[config.mk]
export PLATFORM = sky130hd
export DESIGN_NAME = bsg_mux_one_hot_pipe
export DESIGN_NICKNAME = d
export VERILOG_FILES = /design/src/rtl/bsg_mux_one_hot_pipe_pkg.sv /design/src/rtl/bsg_mux_one_hot.sv /design/src/rtl/bsg_mux_one_hot_pipe.sv
export SDC_FILE = /design/constraint.sdc
export NUM_CORES = 1
export LEC_CHECK = 0
export BUFFER_PORTS_ARGS = -buffer_cell sky130_fd_sc_hd__buf_2
export CORE_MARGIN = 5
export CORE_UTILIZATION = 55
export DETAILED_ROUTE_END_ITERATION = 16
export PLACE_DENSITY_LB_ADDON = 0.3
export REMOVE_ABC_BUFFERS = 1
export SLEW_MARGIN = 10
export SYNTH_ARGS = -nofsm -noshare
export SYNTH_HDL_FRONTEND = slang
export SYNTH_SLANG_ARGS = --single-unit
export TNS_END_PERCENT = 20
[constraint.sdc]
create_clock -name clk_i -period 2.7 [get_ports clk_i]
set_clock_uncertainty 0.05 [all_clocks]
set_input_delay 0.81 -clock clk_i [delete_from_list [all_inputs] [get_ports clk_i]]
set_output_delay 0.81 -clock clk_i [all_outputs]
set_load 0.01 [all_outputs]
[src/rtl/bsg_mux_one_hot_pipe_pkg.sv]
// Shared types for bsg_mux_one_hot_pipe: buffer FSM state encoding.
package bsg_mux_one_hot_pipe_pkg;

    localparam int state_width_lp = 2;

    // Occupancy of the 2-entry output buffer
    typedef enum logic [state_width_lp-1:0] {
        EMPTY = 2'd0,
        ONE   = 2'd1,
        TWO   = 2'd2
    } state_e;

endpackage

[src/rtl/bsg_mux_one_hot.sv]
// AND-OR mux: OR of every element whose select bit is set.
// Zero select yields zero and multi-hot select yields the OR of the chosen elements.
module bsg_mux_one_hot #(
    parameter int width_p = 62,
    parameter int els_p   = 2
) (
    input  logic [els_p*width_p-1:0] data_i,
    input  logic [els_p-1:0]         sel_one_hot_i,
    output logic [width_p-1:0]       data_o
);

    // Gate each element by its select bit and OR the results together
    always_comb begin
        data_o = '0;
        for (int k = 0; k < els_p; k++) begin
            data_o = data_o | (data_i[k*width_p +: width_p] & {width_p{sel_one_hot_i[k]}});
        end
    end

endmodule

[src/rtl/bsg_mux_one_hot_pipe.sv]
// One-hot mux followed by a 2-entry output buffer (1-cycle latency).
// ready_o/v_o come straight from flops and never look at yumi_i.
// Optional select checking: define BSG_MUX_ONE_HOT_PIPE_ONEHOT_CHECK_EN to build a
// sticky error_o that flags accepted beats whose select is not exactly one-hot.
module bsg_mux_one_hot_pipe
    import bsg_mux_one_hot_pipe_pkg::*;
#(
    parameter int width_p = 62,
    parameter int els_p   = 2
) (
    input  logic                     clk_i,
    input  logic                     reset_i,
    input  logic                     v_i,
    input  logic [els_p*width_p-1:0] data_i,
    input  logic [els_p-1:0]         sel_one_hot_i,
    output logic                     ready_o,
    output logic                     v_o,
    output logic [width_p-1:0]       data_o,
    input  logic                     yumi_i,
    output logic                     error_o
);

    state_e             state;
    logic [width_p-1:0] sel_data;
    logic [width_p-1:0] head;
    logic [width_p-1:0] second;
    logic               v_r;
    logic               ready_r;
    logic               accept;

    bsg_mux_one_hot #(
        .width_p(width_p),
        .els_p  (els_p)
    ) mux (
        .data_i       (data_i),
        .sel_one_hot_i(sel_one_hot_i),
        .data_o       (sel_data)
    );

    assign accept  = v_i & ready_r;
    assign ready_o = ready_r;
    assign v_o     = v_r;
    assign data_o  = head;

    // Buffer FSM; v/ready are registered alongside the state so they mirror it exactly
    always_ff @(posedge clk_i) begin
        if (reset_i) begin
            state   <= EMPTY;
            head    <= '0;
            second  <= '0;
            v_r     <= 1'b0;
            ready_r <= 1'b1;
        end else begin
            case (state)
                EMPTY: begin
                    if (accept) begin
                        head  <= sel_data;
                        state <= ONE;
                        v_r   <= 1'b1;
                    end
                end
                ONE: begin
                    if (accept && !yumi_i) begin
                        second  <= sel_data;
                        state   <= TWO;
                        ready_r <= 1'b0;
                    end else if (accept && yumi_i) begin
                        // head consumed and replaced in the same cycle
                        head <= sel_data;
                    end else if (yumi_i) begin
                        state <= EMPTY;
                        v_r   <= 1'b0;
                    end
                end
                TWO: begin
                    if (yumi_i) begin
                        head    <= second;
                        state   <= ONE;
                        ready_r <= 1'b1;
                    end
                end
                default: begin
                    state   <= EMPTY;
                    v_r     <= 1'b0;
                    ready_r <= 1'b1;
                end
            endcase
        end
    end

`ifdef BSG_MUX_ONE_HOT_PIPE_ONEHOT_CHECK_EN
    logic error_r;

    // Sticky flag: any accepted beat with a zero or multi-hot select
    always_ff @(posedge clk_i) begin
        if (reset_i) begin
            error_r <= 1'b0;
        end else if (accept && !$onehot(sel_one_hot_i)) begin
            error_r <= 1'b1;
        end
    end

    assign error_o = error_r;
`else
    assign error_o = 1'b0;
`endif

endmodule

# Word-level counts from Yosys, hierarchy flattened
# Cells that the tools add are included.
[op_classes] eq_ne=11 bitwise=6 muxes=19 n_reduce_logical=10
[ops] operator="2-to-1 mux 62 bit" count=4
[ops] operator="one-hot mux 62 bit (3 select lines)" count=1
[ops] operator="AND 62 bit" count=2
[ops] operator="OR 62 bit" count=1
[ops] operator="!= test 2 bit (second input constant)" count=7
[ops] operator="2-to-1 mux 2 bit" count=5
[ops] operator="AND reduction 5 bit" count=2
[ops] operator="2-to-1 mux 1 bit" count=6
[ops] operator="!= test 3 bit (second input constant)" count=2
[ops] operator="one-hot mux 1 bit (3 select lines)" count=2
[ops] operator="one-hot mux 2 bit (3 select lines)" count=1
[ops] operator="AND reduction 4 bit" count=1
[ops] operator="AND reduction 3 bit" count=1
[ops] operator="nonzero test 3 bit" count=1
[ops] operator="equality test 2 x 1 -> 1 bit (second input constant)" count=1
[ops] operator="equality test 2 bit (second input constant)" count=1
[ops] operator="logical AND 1 bit" count=2
[ops] operator="zero test 2 bit" count=1
[ops] operator="NOT 1 bit" count=2
[ops] operator="AND reduction 2 bit" count=1
[ops] operator="AND 1 bit" count=1
[ops] operator="zero test 1 bit" count=1
[word_totals] reg_bits=128

# Longest topological paths before layout
# Gate-level depths: netlist (run 1).
[depth] depth_word=5 ltp_mapped=8 ltp_nobuf=4

# Modules after synthesis
# Synthesis (run 1) repeated with hierarchy kept, for this count alone.
[unflattened] hier_cells=652 area_unflattened_um2=6353.6
[modules_own_cells] mod="bsg_mux_one_hot_pipe" seq_area_each_um2=2562.5 n_inst=1 cells_per_inst=576 area_per_inst_um2=5652.9
[modules_own_cells] mod="bsg_mux_one_hot" seq_area_each_um2=0.0 n_inst=1 cells_per_inst=76 area_per_inst_um2=700.7

# Worst setup path before layout (run 1)
# OpenSTA, ideal clock, no wires.
[synth_timing] kind="input to register" startpoint="input v_i" endpoint="register second[54]" slack_ns=0.786 path_buffers=3 required_ns=2.504 setup_time_ns=0.146 stages=6 arrival_time_ns=1.718 path_cell_list="nor4bb_2 and2_1 buf_4 buf_8 buf_6 a211oi_2"
[synth_via] elab_chain_cells=3
[synth_rtl] element="start: declaration" line="bsg_mux_one_hot_pipe.sv:13" source="input logic v_i,"
[synth_rtl] element="AND 1 bit" line="bsg_mux_one_hot_pipe.sv:40" source="assign accept = v_i & ready_r;"
[synth_rtl] element="logical AND 1 bit" line="bsg_mux_one_hot_pipe.sv:63" source="if (accept && !yumi_i) begin"
[synth_rtl] element="AND reduction 2 bit (no line)"
[synth_rtl] element="end signal: assignment" line="bsg_mux_one_hot_pipe.sv:64" source="second <= sel_data;"
[synth_rtl] element="end: declaration" line="bsg_mux_one_hot_pipe.sv:26" source="logic [width_p-1:0] second;"
# Every way passes these cells.
# A chain may end at the register's enable or synchronous reset.

# Worst setup path after layout (run 1)
[layout_timing] startpoint="input sel_one_hot_i[0]" endpoint="register head[8] (netlist: data_o[8])"
[layout_via] elab_chain_cells=5 elab_cells_between_ends=6 classes_between="4 x mux; 2 x bitwise"
[layout_rtl] element="start: declaration" line="bsg_mux_one_hot_pipe.sv:15" source="input logic [els_p-1:0] sel_one_hot_i,"
[layout_rtl] element="AND 62 bit *" line="bsg_mux_one_hot.sv:16" source="data_o = data_o | (data_i[k*width_p +: width_p] & {width_p{sel_one_hot_i[k]}});"
[layout_rtl] element="OR 62 bit *" line="bsg_mux_one_hot.sv:16"
[layout_rtl] element="2-to-1 mux 62 bit" line="bsg_mux_one_hot_pipe.sv:67" source="end else if (accept && yumi_i) begin"
[layout_rtl] element="2-to-1 mux 62 bit" line="bsg_mux_one_hot_pipe.sv:63"
[layout_rtl] element="one-hot mux 62 bit (3 select lines) *" line="bsg_mux_one_hot_pipe.sv:54" source="case (state)"
[layout_rtl] element="end signal: assignment" line="bsg_mux_one_hot_pipe.sv:57" source="head <= sel_data;"
[layout_rtl] element="end signal: assignment" line="bsg_mux_one_hot_pipe.sv:69" source="head <= sel_data;"
[layout_rtl] element="end signal: assignment" line="bsg_mux_one_hot_pipe.sv:77" source="head <= second;"
[layout_rtl] element="end: declaration" line="bsg_mux_one_hot_pipe.sv:25" source="logic [width_p-1:0] head;"
# Mark *: on every way between the ends. The rest lies on a longest branch, timed or not. The select of a mux whose other input is x is not followed.

==> summary.txt, run 1 <==
Critical path fanouts, max -> 62
Setup Fix Bufs, Post-CTS -> 0
Internal power -> 3.83 mW
Min Hold Slack -> 0.397 ns
RSZ-0062 raised after global routing -> no
Final nets -> 941
Crit share post-route -> 78.2%
Avg Synthesized Cell Area -> 9.15 um^2
Seq pwr share -> 39.8%
# IOs -> 195
GRT met2 Usage -> 41.2%
Share of power burned in the clock network -> 44.7%
Worst-case clock buffer depth -> 2
Clock slew at reported path FFs -> 0.06 ns
Routed WL -> 15500 um
Status -> complete, no violations
I/O Buffers -> 193
Grt met3 use -> 6.13%
Slew headroom -> 19.6%
Sequential-to-total area share from yosys stat -> 42.6%
Htree depth -> 4
Delay of the slowest cell on the worst path -> 0.88 ns
Min Clock Period, post-route -> 2.11 ns
First-pass GRT wire length -> 25500 um
Gate Count Post-Synth -> 658
Largest net degree at the start of global routing -> 63
Crit. Startpoint -> sel_one_hot_i[0]
Distinct cells, synth -> 28
Switching share of total power -> 26.6%
Cts-stage hold buffer count -> 0
Post_cts resized -> 0
Final Instance Area -> 7590 um^2
Most Crowded Layer GR -> met2
Crit path cell chain -> buf_2, a22oi_1, nand2_1, o211ai_1, a21oi_1
CP Capture Type -> flip-flop
Critical Path Sink -> data_o[8]
P_leak -> 3.11 nW
Warnings from Yosys -> 0
Avg Vias per Cell -> 5.75
Full die area -> 13100 um^2
WL per Instance -> 16.1 um
Combinational group share of total power -> 15.5%
Final global-route overflow total -> 0
GRT Util Overall -> 23.9%
Hold Vio Cnt, Final -> 0
TNS Setup -> 0 ns
Die X -> 115 um
Antenna-violating nets left -> 0
Number of synthesized register bits -> 128
Arrival time worst endpoint -> 2.51 ns
CP Class -> in2reg
Layout Area Growth over Synthesis -> 26.0%
Fin. max-slew vios -> 0
Reg2reg end -> data_o[57]
Pwr Density -> 687 nW/um^2
Clk_lat worst skew -> 0.53 ns
Final setup vio count -> 0
Starting Density -> 55.8%
TritonCTS Buffers -> 17
Worst R2R Path Depth -> 5
Met1 Use GR -> 27.5%
DR pass1 iterations -> 5
CTS tree -> done
Core ar. -> 10800 um^2
Slowest-stage cell, CP -> buf_2
Worst path required time -> 3.10 ns
Worst-margin pin slew -> 1.21 ns
Number of global-route vias before repair -> 5670
Mapped Area -> 6020 um^2
Die Ht -> 115 um
Layout cell share with drive strength beyond 1 -> 42.0%
Root Buffer -> clkbuf_8
Initial DRC count -> 301
Max-cap check violation count -> 0
Cell Area, Placed -> 6970 um^2
# DRC -> 0
Row Count -> 38
VDD IR max -> 0.000375 V
RePlAce Congestion -> 0.777
Hpwl dp -> 10200 um
Clk sinks -> 128
Switching power -> 1.39 mW
Routed vias -> 5550
Crit Reg-Reg Startpoint -> state[1]
Worst min path class -> reg2reg
Initial antenna violation count -> 2
Worst setup SP type -> input pin
FF-to-FF setup slack -> 0.83 ns
Fmax -> 474 MHz
[worst min-delay path by stage]
stage	endpoint	depth (start not counted)	slack (ns)	from
6_report	data_o[6]	2	0.40	data_o[6]
3_5_place_dp	data_o[3]	2	0.39	data_o[3]
2_1_floorplan	data_o[10]	2	0.42	data_o[10]
3_3_place_gp	data_o[15]	2	0.39	data_o[15]
4_1_cts	data_o[15]	2	0.40	data_o[15]
5_1_grt	data_o[60]	2	0.42	data_o[60]
[cell type report]
class                           count  area (um^2)
Tap cell                          140          175
Clock inverter                     12          158
Fill cell                         838         3210
Sequential cell                   128         2560
Clock buffer                       20          455
Timing Repair Buffer              206         1180
Antenna cell                        1         2.50
Multi-Input combinational cell    458         3050
[flip-flops by register name (all words and copies together) (netlist names)]
name     cells
data_o      62
ready_o      1
v_o          1
second      62
state        2
[synthesized netlist by cell type]
cell | number | area, um^2
dfxtp_1 | 128 | 2560
nand2_1 | 127 | 477
nor2_1 | 66 | 248
a211oi_2 | 62 | 776
a22oi_1 | 62 | 465
o211ai_1 | 62 | 465
a21oi_2 | 39 | 342
clkbuf_1 | 37 | 139
a21oi_1 | 25 | 125
buf_6 | 13 | 146
buf_2 | 10 | 50.1
buf_4 | 7 | 52.6
buf_1 | 4 | 15.0
o21bai_1 | 2 | 15.0
and2_1 | 1 | 6.26
and3b_1 | 1 | 8.76
buf_8 | 1 | 15.0
conb_1 | 1 | 3.75
mux2i_1 | 1 | 10.0
nand2b_1 | 1 | 6.26
nand3b_1 | 1 | 7.51
nor2_2 | 1 | 6.26
nor2b_2 | 1 | 8.76
nor4bb_2 | 1 | 16.3
o21a_1 | 1 | 7.51
o22a_1 | 1 | 8.76
o32a_1 | 1 | 10.0
o32ai_4 | 1 | 27.5
[per-stage QoR]
step	setup WS [ns]	cells	power, mW	util (%)
CTS	0.609	964	5.25	70.3
detailed placement	0.0924	932	2.93	64.6
global route	0.423	965	5.44	70.3
global placement	0.203	932	2.89	64.6
finish	0.588	965	5.22	70.3
floorplan	-1.96	586	2.56	-
[cells in the final DEF, fill, tap and decap left out, types with 2 or more instances in the layout]
cell | Yosys | final
buf_2 | 10 | 192
clkinvlp_4 | 0 | 3
clkbuf_8 | 0 | 4
bufinv_16 | 0 | 3
a211oi_2 | 62 | 62
a21oi_1 | 25 | 25
o211ai_1 | 62 | 62
o21bai_1 | 2 | 2
buf_4 | 7 | 4
a22oi_1 | 62 | 62
clkbuf_16 | 0 | 16
a21oi_2 | 39 | 39
clkinv_4 | 0 | 3
dfxtp_1 | 128 | 128
clkinv_2 | 0 | 2
nor2_1 | 66 | 66
buf_12 | 0 | 9
nand2_1 | 127 | 127
[kinds of logic after synthesis]
kind of cell / count (synthesis) / synth area share (%)
AOI/OAI and AO/OA: 256 / 37.2
and+or+nand+nor: 200 / 13.0
DFF: 128 / 42.6
buffers and inverters: 72 / 6.94
muxes: 1 / 0.166
other: 1 / 0.0623
[critical path, delay by kind of cell]
kind / cells / cell delay [ns]
AOI/OAI and AO/OA: 3 / 0.65
and+or+nand+nor: 1 / 0.15
buffers and inverters: 1 / 0.88
[per-layer routing]
metal | wire length [um] | part of all wire, % | up-vias
met4 | 372 | 2.4 | 2
met3 | 1130 | 7.3 | 30
met1 | 6300 | 41 | 2635
li1 | - | - | 2694
met2 | 7690 | 50 | 189
met5 | 13 | 0.084 | -
[power by group through the flow]
stage	clock, mW	combinational (mW)	sequential, mW
2_1_floorplan	0	0.416	2.14
4_1_cts	2.36	0.814	2.08
3_3_place_gp	0	0.781	2.11
3_5_place_dp	0	0.811	2.12
5_1_grt	2.45	0.891	2.09
6_report	2.33	0.808	2.08
Power figures use the tool's default switching activity.
==> run 2: changes to the inputs <==
- CORE_UTILIZATION: 55 -> 51
- clock period: 2.7 -> 2 ns (I/O delays scaled with it)
==> run 2 against run 1 <==
Net effect: utilization shrank 3.3 points; cell area grew 1.7%; die area is 7.1% higher; total power up 36%; global-route usage decreased by 2.2 points; setup slack got worse by 0.46 ns; final cell count increased by 0.83%; sequential share of layout area shrank 0.57 points; largest cell class unchanged.
==> summary.txt, run 2 (synthesized netlist as in run 1, its figures left out) <==
Hold path depth -> 2
Min Clock Period, post-route -> 1.87 ns
Initial DRC count -> 383
First-pass GRT wire length -> 25900 um
# IOs -> 195
Total power -> 7.09 mW
WL per Instance -> 16.1 um
Row Count -> 39
Most common cell after layout, fill and taps aside -> buf_2
M1 wire length -> 6890 um
Routed WL -> 15600 um
# DRC -> 0
Internal power -> 5.20 mW
Clock slew at reported path FFs -> 0.06 ns
CTS tree -> done
Worst R2R Path Depth -> 5
Layout cell share with drive strength beyond 1 -> 42.3%
Initial antenna violation count -> 0
Max layer used -> met4
TNS Setup -> 0 ns
Hpwl dp -> 10400 um
Max-cap check violation count -> 0
Final global-route overflow total -> 0
Die Ht -> 119 um
P_leak -> 3.17 nW
Most frequent cells in the layout -> buf_2, dfxtp_1, nand2_1
Layout Area Growth over Synthesis -> 28.2%
Htree depth -> 4
GRT Util Overall -> 21.7%
Starting Density -> 52.3%
Antenna-violating nets left -> 0
Root Buffer -> clkbuf_16
Largest net degree at the start of global routing -> 68
Fill cells -> 898
Switching share of total power -> 26.7%
Final nets -> 947
I/O Buffers -> 193
Combinational group share of total power -> 16.0%
Hold Vio Cnt, Final -> 0
Met2 wire len -> 7520 um
RSZ-0062 raised after global routing -> no
CP Capture Type -> flip-flop
Worst setup SP type -> flip-flop
TritonCTS Buffers -> 17
VDD IR max -> 0.000525 V
CP Class -> reg2reg
Worst-case clock buffer depth -> 2
Worst path required time -> 2.28 ns
Full die area -> 14100 um^2
Routed vias -> 5493
Seq pwr share -> 39.6%
Number of global-route vias before repair -> 5467
RePlAce Congestion -> 0.771
Core ar. -> 11500 um^2
Clk_lat worst skew -> 0.41 ns
Status -> complete, no violations
Place WS -> -0.124 ns
Fin. max-slew vios -> 0
Switching power -> 1.89 mW
Fmax -> 535 MHz
Final setup vio count -> 0
Die X -> 119 um
Cts-stage hold buffer count -> 0
Clk sinks -> 128
Crit share post-route -> 93.4%
Fin worst setup slack -> 0.132 ns
Final Util -> 67.0%
Ant. Diodes -> 0
Share of power burned in the clock network -> 44.4%
Avg Vias per Cell -> 5.65
Worst min path class -> reg2reg
Met3 wire len -> 1010 um
Arrival time worst endpoint -> 2.15 ns
Pwr Density -> 918 nW/um^2
DR pass1 iterations -> 4
Critical path fanouts, max -> 58
run 2: changes by cell type in the layout (fill, tap and decap cells not counted):
cell       delta
clkbuf_8      -3
buf_12        +2
buf_16        +2
clkbuf_16     +2
buf_4         +1
clkbuf_1      +1
clkinv_2      +1
diode_2       -1
nor4bb_2      -1
nor4bb_4      +1
run 2: final timing paths:
| path | startpoint | endpoint | slack (ns) |
|---|---|---|---|
| max | state[1] | second[0] | 0.13 |
| min | data_o[32] | data_o[32] | 0.40 |
| max reg2reg | state[1] | second[0] | 0.13 |
| min reg2reg | data_o[32] | data_o[32] | 0.40 |
run 2: power groups by stage:
stage	Clock, mW	Combinational (mW)	Sequential, mW
3_3_place_gp	0	1.08	2.85
5_1_grt	3.31	1.25	2.83
3_5_place_dp	0	1.12	2.86
6_report	3.14	1.13	2.81
2_1_floorplan	0	0.562	2.89
4_1_cts	3.18	1.13	2.81
run 2: worst max-delay path, stage by stage (launching register included):
cell and delay, ns:
dfxtp_1 0.45, nor4bb_4 0.38, and2_4 0.28, buf_16 0.28
nor2_1 0.11, a211oi_2 0.20
run 2: metal layers:
layer	track usage [%]	vias up
met5	0	-
met4	6.73	0
met3	5.59	20
met2	36.5	180
met1	27.5	2590
li1	-	2703
run 2: metrics by stage:
stage | area, um^2 | hold slack (ns) | instances
final | 7720 | 0.399 | 973
after floorplan | 5600 | 0.420 | 586
after global placement | 7060 | 0.388 | 940
after CTS | 7670 | 0.400 | 972
after global routing | 7720 | 0.423 | 973
after detailed placement | 7060 | 0.392 | 940
run 2: area by class of cell:
type                    count  area (um^2)  share of cell area, %
clock buffers              19          443                   5.74
clock inverters            13          163                   2.11
multi-input cells         458         3060                   39.7
flip-flops and latches    128         2560                   33.2
well taps                 143          179                   2.32
repair buffers            212         1310                   17.0
run 2: what timing repair did:
item	4_1_cts	5_1_grt
gates resized for setup	0	3
buffers inserted	0	0
setup endpoints to repair	0	4
